[config.mk]
export PLATFORM = sky130hd
export DESIGN_NAME = csa_resolve_flat
export DESIGN_NICKNAME = d
export VERILOG_FILES = /design/src/rtl/csa_resolve_if.sv /design/src/rtl/csa_resolve.sv /design/src/flat_wrapper.sv
export SDC_FILE = /design/constraint.sdc
export NUM_CORES = 1
export LEC_CHECK = 0
export BUFFER_PORTS_ARGS = -buffer_cell sky130_fd_sc_hd__buf_2
export CAP_MARGIN = 40
export CORE_MARGIN = 2
export CORE_UTILIZATION = 30
export DETAILED_ROUTE_END_ITERATION = 12
export GPL_ROUTABILITY_DRIVEN = 0
export SETUP_SLACK_MARGIN = 0.3
export SLEW_MARGIN = 20
export SYNTH_ARGS = -nofsm -noshare
export SYNTH_HDL_FRONTEND = slang
export SYNTH_SLANG_ARGS = --single-unit
[constraint.sdc]
create_clock -name clk -period 2 [get_ports clk]
set_input_delay 0.6 -clock clk [delete_from_list [all_inputs] [get_ports clk]]
set_output_delay 0.6 -clock clk [all_outputs]
set_load 0.005 [all_outputs]
[src/rtl/csa_resolve_if.sv]
// Operand/result handshake bundle for csa_resolve.
// The master drives operands and output-side ready; the slave is the resolver.
interface csa_resolve_if #(
  parameter int unsigned MAX = 7
);
  logic [MAX-1:0] pv_s;
  logic [MAX-1:0] pv_c;
  logic           in_valid;
  logic           in_ready;
  logic [MAX:0]   out_sum;
  logic           out_valid;
  logic           out_ready;
  logic           busy;

  modport master (
    output pv_s, pv_c, in_valid, out_ready,
    input  in_ready, out_sum, out_valid, busy
  );

  modport slave (
    input  pv_s, pv_c, in_valid, out_ready,
    output in_ready, out_sum, out_valid, busy
  );
endinterface

[src/rtl/csa_resolve.sv]
// Resolves a carry-save pair into one binary value, SEG bits per cycle,
// with a registered carry between segments.
module csa_resolve #(
  parameter int unsigned MAX = 7,
  parameter int unsigned SEG = 4
) (
  input logic          clk,
  input logic          rst,
  csa_resolve_if.slave bus_io
);
  localparam int unsigned NSEG = (MAX + SEG - 1) / SEG;
  localparam int unsigned PW   = NSEG * SEG;
  localparam int unsigned CntW = (NSEG > 1) ? $clog2(NSEG) : 1;

  typedef enum logic [1:0] {StIdle, StCalc, StDone} state_e;

  state_e                      state_q;
  logic [CntW-1:0]             cnt_q;
  logic                        carry_q;
  logic [NSEG-1:0][SEG-1:0]    a_q;
  logic [NSEG-1:0][SEG-1:0]    b_q;
  logic [NSEG-1:0][SEG-1:0]    res_q;
  logic [MAX:0]                out_sum_q;
  logic                        out_valid_q;

  logic [SEG:0]                seg_sum;
  logic [NSEG-1:0][SEG-1:0]    res_d;
  logic [PW-1:0]               res_flat;
  logic [PW:0]                 res_ext;
  logic                        last_seg;

  always_comb begin
    seg_sum  = {1'b0, a_q[cnt_q]} + {1'b0, b_q[cnt_q]} + {{SEG{1'b0}}, carry_q};
    res_d    = res_q;
    res_d[cnt_q] = seg_sum[SEG-1:0];
    res_flat = res_d;
    // When SEG divides MAX there is no padding, so bit MAX is the final carry-out.
    res_ext  = {seg_sum[SEG], res_flat};
    last_seg = (cnt_q == CntW'(NSEG - 1));
  end

  always_ff @(posedge clk or posedge rst) begin
    if (rst) begin
      state_q     <= StIdle;
      cnt_q       <= '0;
      carry_q     <= 1'b0;
      a_q         <= '0;
      b_q         <= '0;
      res_q       <= '0;
      out_sum_q   <= '0;
      out_valid_q <= 1'b0;
    end else begin
      unique case (state_q)
        StIdle: begin
          if (bus_io.in_valid) begin
            a_q     <= PW'(bus_io.pv_s);
            b_q     <= PW'(bus_io.pv_c);
            carry_q <= 1'b0;
            cnt_q   <= '0;
            state_q <= StCalc;
          end
        end
        StCalc: begin
          res_q   <= res_d;
          carry_q <= seg_sum[SEG];
          if (last_seg) begin
            out_sum_q   <= (MAX + 1)'(res_ext);
            out_valid_q <= 1'b1;
            state_q     <= StDone;
          end else begin
            cnt_q <= cnt_q + CntW'(1);
          end
        end
        StDone: begin
          if (bus_io.out_ready) begin
            out_valid_q <= 1'b0;
            state_q     <= StIdle;
          end
        end
        default: state_q <= StIdle;
      endcase
    end
  end

  assign bus_io.in_ready  = (state_q == StIdle);
  assign bus_io.busy      = (state_q != StIdle);
  assign bus_io.out_valid = out_valid_q;
  assign bus_io.out_sum   = out_sum_q;
endmodule

[src/flat_wrapper.sv]
// flat-port wrapper written by rule: the top's interface ports become plain ports
module csa_resolve_flat 
#(
  parameter int unsigned MAX = 7,
  parameter int unsigned SEG = 4
)
  (clk, rst, bus_io_pv_s, bus_io_pv_c, bus_io_in_valid, bus_io_out_ready, bus_io_in_ready, bus_io_out_sum, bus_io_out_valid, bus_io_busy);
  csa_resolve_if #(.MAX(MAX)) bus_io_i ();
  input logic clk;
  input logic rst;
  input wire logic [$bits(bus_io_i.pv_s)-1:0] bus_io_pv_s;
  input wire logic [$bits(bus_io_i.pv_c)-1:0] bus_io_pv_c;
  input wire logic [$bits(bus_io_i.in_valid)-1:0] bus_io_in_valid;
  input wire logic [$bits(bus_io_i.out_ready)-1:0] bus_io_out_ready;
  output wire logic [$bits(bus_io_i.in_ready)-1:0] bus_io_in_ready;
  output wire logic [$bits(bus_io_i.out_sum)-1:0] bus_io_out_sum;
  output wire logic [$bits(bus_io_i.out_valid)-1:0] bus_io_out_valid;
  output wire logic [$bits(bus_io_i.busy)-1:0] bus_io_busy;
  assign bus_io_i.pv_s = bus_io_pv_s;
  assign bus_io_i.pv_c = bus_io_pv_c;
  assign bus_io_i.in_valid = bus_io_in_valid;
  assign bus_io_i.out_ready = bus_io_out_ready;
  assign bus_io_in_ready = bus_io_i.in_ready;
  assign bus_io_out_sum = bus_io_i.out_sum;
  assign bus_io_out_valid = bus_io_i.out_valid;
  assign bus_io_busy = bus_io_i.busy;
  csa_resolve #(.MAX(MAX), .SEG(SEG)) u_core (.clk(clk), .rst(rst), .bus_io(bus_io_i));
endmodule
After elaboration in Yosys (flattened, before gate mapping) --
Cells that the tools add are included.
Storage, ports and cells: input bits 18, word-level logic and storage cells 49, bits in registers 35, output and inout port bits 11
Cells by class: reduce and logical (&&, ||, !) cells 10, muxes and demuxes 18, equality and inequality tests 5, add/subtract/negate cells 3, $lt $le $gt $ge 2
Operator list (count):
- $mux 4 | 5
- $bwmux 8 | 1
- $mux 2 | 3
- $pmux 1 s2 | 3
- $pmux 2 s3 | 1
- $reduce_and 2->1 | 3
- $reduce_and 3->1 | 2
- $reduce_bool 2->1 | 3
- $add 4x4->5 | 1
- $add 5x1->5 | 1
- $demux 4 s1 | 1
- $mux 1 | 4
- $ne 2x2->1 const B | 2
- $eq 2x1->1 const B | 1
- $eq 2x2->1 const B | 1
- $logic_not 2->1 | 1
- $lt 1x2->1 const B | 1
- $ne 2x1->1 const B | 1
- $add 1x1->1 const B | 1
- $ge 1x1->1 const B | 1
- $logic_and 1x1->1 | 1

Logic depth before layout (Yosys ltp) --
Gate-level depths: netlist of run 1.
depth in word-level cells 5, mapped depth 7, mapped depth without buffers 6

Worst setup path after synthesis of run 1 --
No wires, ideal clock.
kind register to register, start reg u_core.cnt_q, end reg u_core.carry_q, library setup time 0.129 ns, data arrival time 2.138 ns, period minus slack after synthesis 2.267 ns, stages on the path, launching flop included 8, path slack -0.267 ns, required time 1.871 ns, buffers on the path 1, path through dfrtp_1 > buf_2 > mux2_2 > fa_1 > fa_1 > a21o_1 > a21oi_1 > o21ai_0
Between the ends: longest elaborated chain between the ends 5, elaborated cells on any way between the ends 7, classes of those cells add/sub: 2; mux: 5
Ends and longest elaborated chain:
- from (decl) | line csa_resolve.sv:18 | logic [CntW-1:0] cnt_q;
- from (signal assigned) | line csa_resolve.sv:71 | cnt_q <= cnt_q + CntW'(1);
- $mux 4 (not written as such) (2 in a row) | line csa_resolve.sv:33 | seg_sum = {1'b0, a_q[cnt_q]} + {1'b0, b_q[cnt_q]} + {{SEG{1'b0}}, carry_q};
- $add 4x4->5 (*) | line csa_resolve.sv:33
- $add 5x1->5 (*) | line csa_resolve.sv:33
- $pmux 1 s2 (*) | line csa_resolve.sv:53 | unique case (state_q)
- to (signal assigned) | line csa_resolve.sv:65 | carry_q <= seg_sum[SEG];
- to (decl) | line csa_resolve.sv:19 | logic carry_q;
Every way passes the cells marked *; elsewhere a longest branch is shown, timed or not. The select of a mux whose other input is x is not followed. A chain may end at the register's enable or synchronous reset.

Worst setup path in the final report of run 1 --
Same ends and word-level chain as after synthesis.

==> out/results.ini, run 1 <==
[status]
status=finished, violations left
violations=setup timing

[finish]
antenna_cells=0
final_nets=175
drive_gt1_share_pct=55.6
area_growth_syn_to_layout_pct=28.0
final_util_pct=39.6
most-common-layout-cells=buf_2 (28), dfrtp_1 (28), mux2_2 (23)

[yosys]
yosys_warnings=0
ys.flop_type=dfrtp_1
netlist_area_um2=1460
seq_area_frac_synth_pct=53.0
yosysUniqueCellTypes=23
syn-instance-count=113
async_flop_share_pct=100
ys_ff_latch=31
synth.net_count=136
avgSynthCellArea_um2=12.9
synth_edf_count=0

[grt]
grt_pass1_vias=985
grt_overflow=0
grt_pass1_wl_um=4600
antenna_found_initial=0
grtUsageTotal_pct=11.6
grt_max_degree=32

[placement]
dp_hpwl_um=2020
post-place-ws_ns=-0.00716
port_buffers=28

[cts]
cts_tree=yes
root_buffer=clkbuf_8
htreeDepth=2
cts_buffers=5
cts.sinks=31
cts_hold_buf=0
clk-insertion-delay-late_ns=0.28
cts_buffer_depth=2
path_clk_slew_ns=0.06

[power]
combinationalPowerShare_pct=54.8
swShare_pct=35.9
leakage_nw=0.857
powerDensity_nw_per_um2=1880
power_mw=3.52
seq_power_share_pct=32.7
ir_drop_v=0.000641
p_clk_share_pct=12.5
p_int_mw=2.25
p_switching_mw=1.26

[drt]
drt_iter0_drc=57
firstDrtPassIters=4
ant_nets=0
routed-via-count=998
drt-vias-per-instance=4.58
wl_um=2790
drc=0
wl_per_cell_um=12.8

[timing]
min_period_over_period_pct=100
maxSlewViolCount=0
finalHoldViolations=0
setup_viol=1
final.setup.tns_ns=-0.00892
rsz0062_at_grt=yes
fin_ws_ns=-0.00892
finalCriticalPeriod_ns=2.01
finClkSkew_ns=0.00284
worst_pin_slew_ns=0.418
fmax_mhz=498
slew_headroom_pct=72.1

[die]
pin_count=29
die_h_um=73.8
start_util_pct=31.0
dieWidth_um=73.8
coreArea_um2=4720
dieArea_um2=5450
row_count=25

[flow_run]
cap_violations=0

[worst_setup_path]
cp_top_family=adder cells
cp-start-kind=flip-flop
reg2reg_to=u_core.carry_q$_DFFE_PP0P_
cp.buffers_inverters=0
arrival_ns=2.17
crit_fanout=4
endpoint_kind=flip-flop
cp_common_cell=fa_2
worst_r2r_path_depth=6
max_stage_delay_ns=0.44
crit_path_top_delay_cell=dfrtp_2
r2r-start=u_core.cnt_q$_DFFE_PP0P_
reg2reg_setup_slack_ns=-0.009
worstPathCellList=mux2_4 -> fa_2 -> fa_2 -> a21o_1 -> a21oi_2 -> o21ai_1
worstPathRequired_ns=2.16
path_class=reg -> reg

[hold_path]
min_path_type=in -> async

==> power groups by stage <==
stage	clock, mW	sequential (mW)	combinational (mW)
5_1_grt	0.491	1.19	2.11
6_report	0.439	1.15	1.93
3_3_place_gp	0	1.14	1.51
2_1_floorplan	0	1.08	1.27
3_5_place_dp	0	1.16	1.56
4_1_cts	0.459	1.15	1.75
==> worst max path at each step <==
stage / from / endpoint / slack (ns) / depth (start not counted)
final: u_core.cnt_q$_DFFE_PP0P_ / u_core.carry_q$_DFFE_PP0P_ / -0.009 / 6
after global routing: u_core.cnt_q$_DFFE_PP0P_ / u_core.carry_q$_DFFE_PP0P_ / -0.06 / 6
after CTS: u_core.cnt_q$_DFFE_PP0P_ / u_core.carry_q$_DFFE_PP0P_ / 0.03 / 6
after detailed placement: u_core.cnt_q$_DFFE_PP0P_ / u_core.res_q[1]$_DFFE_PP0P_ / -0.007 / 4
after global placement: u_core.cnt_q$_DFFE_PP0P_ / u_core.carry_q$_DFFE_PP0P_ / 0.03 / 6
after floorplan: u_core.cnt_q$_DFFE_PP0P_ / u_core.res_q[1]$_DFFE_PP0P_ / -0.08 / 5
==> worst register-to-register path: cells and delay by family, from the launching register on <==
family	cells	cell delay, ns
AOI/OAI and AO/OA	3	0.36
adders and majority gates	2	0.78
DFF	1	0.44
muxes	1	0.32
==> flip-flops by register name (all words and copies together), names as in the netlist <==
name	count
u_core.res_q	4
u_core.carry_q	1
u_core.bus_io.out_valid	1
u_core.bus_io.out_sum	8
u_core.a_q	7
u_core.b_q	7
u_core.state_q	2
u_core.cnt_q	1
==> cells by family (layout without fill, tap and decap cells) <==
group / after synthesis / in the layout / synth area share [%]
flops: 31 / 31 / 53.0
mux: 28 / 28 / 21.6
simple gates: 26 / 26 / 10.2
compound gates: 12 / 12 / 4.96
buf+inv: 10 / 48 / 4.36
fa+ha+maj: 5 / 5 / 5.30
xor+xnor: 1 / 1 / 0.599
==> synth_stat cells (3+ instances only) <==
cell | count | area share (%)
nand3_1 | 3 | 1.0
buf_2 | 3 | 1.0
mux2_2 | 28 | 22
ha_1 | 3 | 2.6
buf_6 | 3 | 2.3
nand2_1 | 8 | 2.1
nor2_1 | 6 | 1.5
a21oi_1 | 4 | 1.4
inv_1 | 4 | 1.0
o21ai_0 | 4 | 1.4
dfrtp_1 | 31 | 53
==> area by class of cell <==
cell class / instances / area, um^2
fillers: 467 / 2850
inverters: 4 / 15.0
multi-input cells: 72 / 694
repair buffers: 38 / 226
clock buffers: 6 / 72.6
flip-flops and latches: 31 / 779
well taps: 67 / 83.8
==> stage by stage <==
stage | instance area, um^2 | hold WS [ns] | cells
after floorplan | 1500 | 0.441 | 113
after global placement | 1700 | 0.463 | 207
after detailed placement | 1700 | 0.488 | 207
after CTS | 1830 | 0.404 | 215
after global routing | 1870 | 0.418 | 218
final | 1870 | 0.392 | 218
==> what timing repair did <==
action                                 4_1_cts  5_1_grt
setup endpoints to repair                    8        9
pin swaps                                    3        5
cloned                                       0        0
gates resized for setup                      8        6
endpoints found under the hold margin        0        0
buffers inserted                             2        3
==> layer usage <==
metal | track usage [%] | up-vias | part of all wire (%) | routed length (um)
met2 | 18.4 | 32 | 50 | 1400
met3 | 5.08 | 6 | 5.8 | 162
met1 | 13.4 | 494 | 42 | 1180
li1 | - | 466 | - | -
met5 | 0 | - | 0 | 0
met4 | 5.45 | 0 | 2.0 | 55
No activity file was read; power rests on OpenSTA's default activity.
==> inputs of run 2 (changes only) <==
MAX_ROUTING_LAYER = met4   (was unset)
==> run 2 against run 1 <==
  * The run now ends clean
  * Clock skew barely moved
  * Final cell count did not move
  * Core utilization did not move
  * Clock power barely moved
  * Wire length barely moved
  * Clock-buffer cell count did not move
  * Critical endpoint unchanged
  * Setup slack improved by 0.011 ns
==> out/results.ini, run 2 (synthesis gave the netlist of run 1 again) <==
[die]
pin_count=29  ; unchanged
start_util_pct=31.0  ; unchanged
coreArea_um2=4720  ; unchanged
row_count=25  ; unchanged
dieArea_um2=5450  ; unchanged
die_h_um=73.8  ; unchanged
dieWidth_um=73.8  ; unchanged

[finish]
final_nets=175  ; unchanged
antenna_cells=0  ; unchanged
most-common-layout-cells=buf_2 (28), dfrtp_1 (28), mux2_2 (23)
largest_register_ffs=8  ; unchanged
ff_latch_area_um2=779  ; unchanged
n_fill_cell=467  ; unchanged
area_growth_syn_to_layout_pct=28.0  ; unchanged
drive_gt1_share_pct=55.6  ; unchanged
multi_input_area_um2=694  ; unchanged

[cts]
htreeDepth=2  ; unchanged
cts_tree=yes
cts.sinks=31  ; unchanged
cts_buffers=5  ; unchanged
path_clk_slew_ns=0.06  ; about the same
cts_buffer_depth=2  ; unchanged
clk-insertion-delay-late_ns=0.28  ; about the same
root_buffer=clkbuf_8

[timing]
setup_viol=0  ; -1
worst_pin_slew_ns=0.417  ; -0.000452 ns
min_period_over_period_pct=99.9  ; -0.53 points
finClkSkew_ns=0.00282  ; -0.0000204 ns
finalCriticalPeriod_ns=2.00  ; -0.0107 ns
rsz0062_at_grt=yes
maxSlewViolCount=0  ; unchanged
finalHoldViolations=0  ; unchanged
fmax_mhz=500  ; +0.53%
fin_ws_ns=0.00175  ; +0.0107 ns
final.setup.tns_ns=0  ; +0.00892 ns
slew_headroom_pct=72.1  ; about the same

[grt]
met2_usage_pct=18.5  ; +0.099 points
grtUsageTotal_pct=11.9  ; +0.31 points
antenna_found_initial=0  ; unchanged
grt_pass1_wl_um=4590  ; -0.30%
grt_pass1_vias=988  ; +0.30%
gr-usage-met3_pct=5.08  ; unchanged
grt_max_degree=32  ; unchanged
grt_overflow=0  ; unchanged
busiest_layer=met2
grtUsageMet1_pct=13.2  ; -0.17 points

[flow_run]
cap_violations=0  ; unchanged

[worst_setup_path]
endpoint_kind=flip-flop
arrival_ns=2.16  ; about the same
crit_fanout=4  ; unchanged
crit_path_start=u_core.cnt_q$_DFFE_PP0P_
r2r-start=u_core.cnt_q$_DFFE_PP0P_
worstPathRequired_ns=2.16  ; about the same
path_class=reg -> reg
cp-start-kind=flip-flop

[drt]
drt_iter0_drc=62  ; +8.8%
drt-vias-per-instance=4.54  ; -0.90%
wl_um=2790  ; about the same
drc=0  ; unchanged
wl_per_cell_um=12.8  ; about the same
routed-via-count=989  ; -0.90%
ant_nets=0  ; unchanged
firstDrtPassIters=4  ; unchanged

[power]
leakage_nw=0.857  ; unchanged
powerDensity_nw_per_um2=1880  ; -0.14%
ir_drop_v=0.000639  ; -0.30%

[hold_path]
min_path_type=in -> async

[placement]
post-place-ws_ns=-0.00716  ; unchanged
port_buffers=28  ; unchanged
dp_hpwl_um=2020  ; unchanged

[status]
status=completed

[run 2: cell counts in the layout (fill, tap and decap cells not counted)]
Identical to the previous run, type by type.
[run 2: routing by layer]
metal  part of all wire (%)  vias to the layer above
met5                      0                        -
met4                    2.0                        0
met3                    5.3                        6
met2                     51                       24
met1                     42                      494
li1                       -                      465
[run 2: path summary, 6_finish.rpt]
kind	end	slack [ns]	cells after the start
setup reg to reg	u_core.carry_q$_DFFE_PP0P_	0.002	6
hold / removal	u_core.state_q[1]$_DFFE_PP0P_	0.39	3
max in group asynchronous	u_core.cnt_q$_DFFE_PP0P_	1.31	3
hold reg to reg	u_core.bus_io.out_sum[2]$_DFFE_PP0P_	0.50	1
setup / recovery	u_core.carry_q$_DFFE_PP0P_	0.002	6
min in group clk	u_core.bus_io.out_sum[2]$_DFFE_PP0P_	0.50	1
[run 2: through the flow]
stage	hold WS, ns	power [mW]	util [%]	instance area, um^2	instances
6_report	0.391	3.51	39.6	1870	218
5_1_grt	0.418	3.79	39.6	1870	218
4_1_cts	0.404	3.36	38.6	1830	215
3_5_place_dp	0.488	2.72	36.1	1700	207
3_3_place_gp	0.463	2.65	36.1	1700	207
2_1_floorplan	0.441	2.35	-	1500	113
[run 2: final cells by class]
cell class	count	area share, %
clock buffers	6	3.88
multi-input cells	72	37.1
inverters	4	0.802
repair buffers	38	12.1
flip-flops and latches	31	41.6
well taps	67	4.48
[run 2: power by group]
part | internal, mW | switching, mW
Sequential | 0.947 | 0.203
Combinational | 1.07 | 0.849
Clock | 0.231 | 0.208
[run 2: timing repair]
action	CTS	global route
hold buffers	0	0
endpoints found under the setup margin	8	9
resized for setup	8	6
pin swaps	3	5
setup buffers	2	3
[run 2: worst max-delay path, cell delays in order, from the launching register on]
cell and delay [ns]:
dfrtp_2 0.43, mux2_4 0.32, fa_2 0.40, fa_2 0.38
a21o_1 0.18, a21oi_2 0.11, o21ai_1 0.06
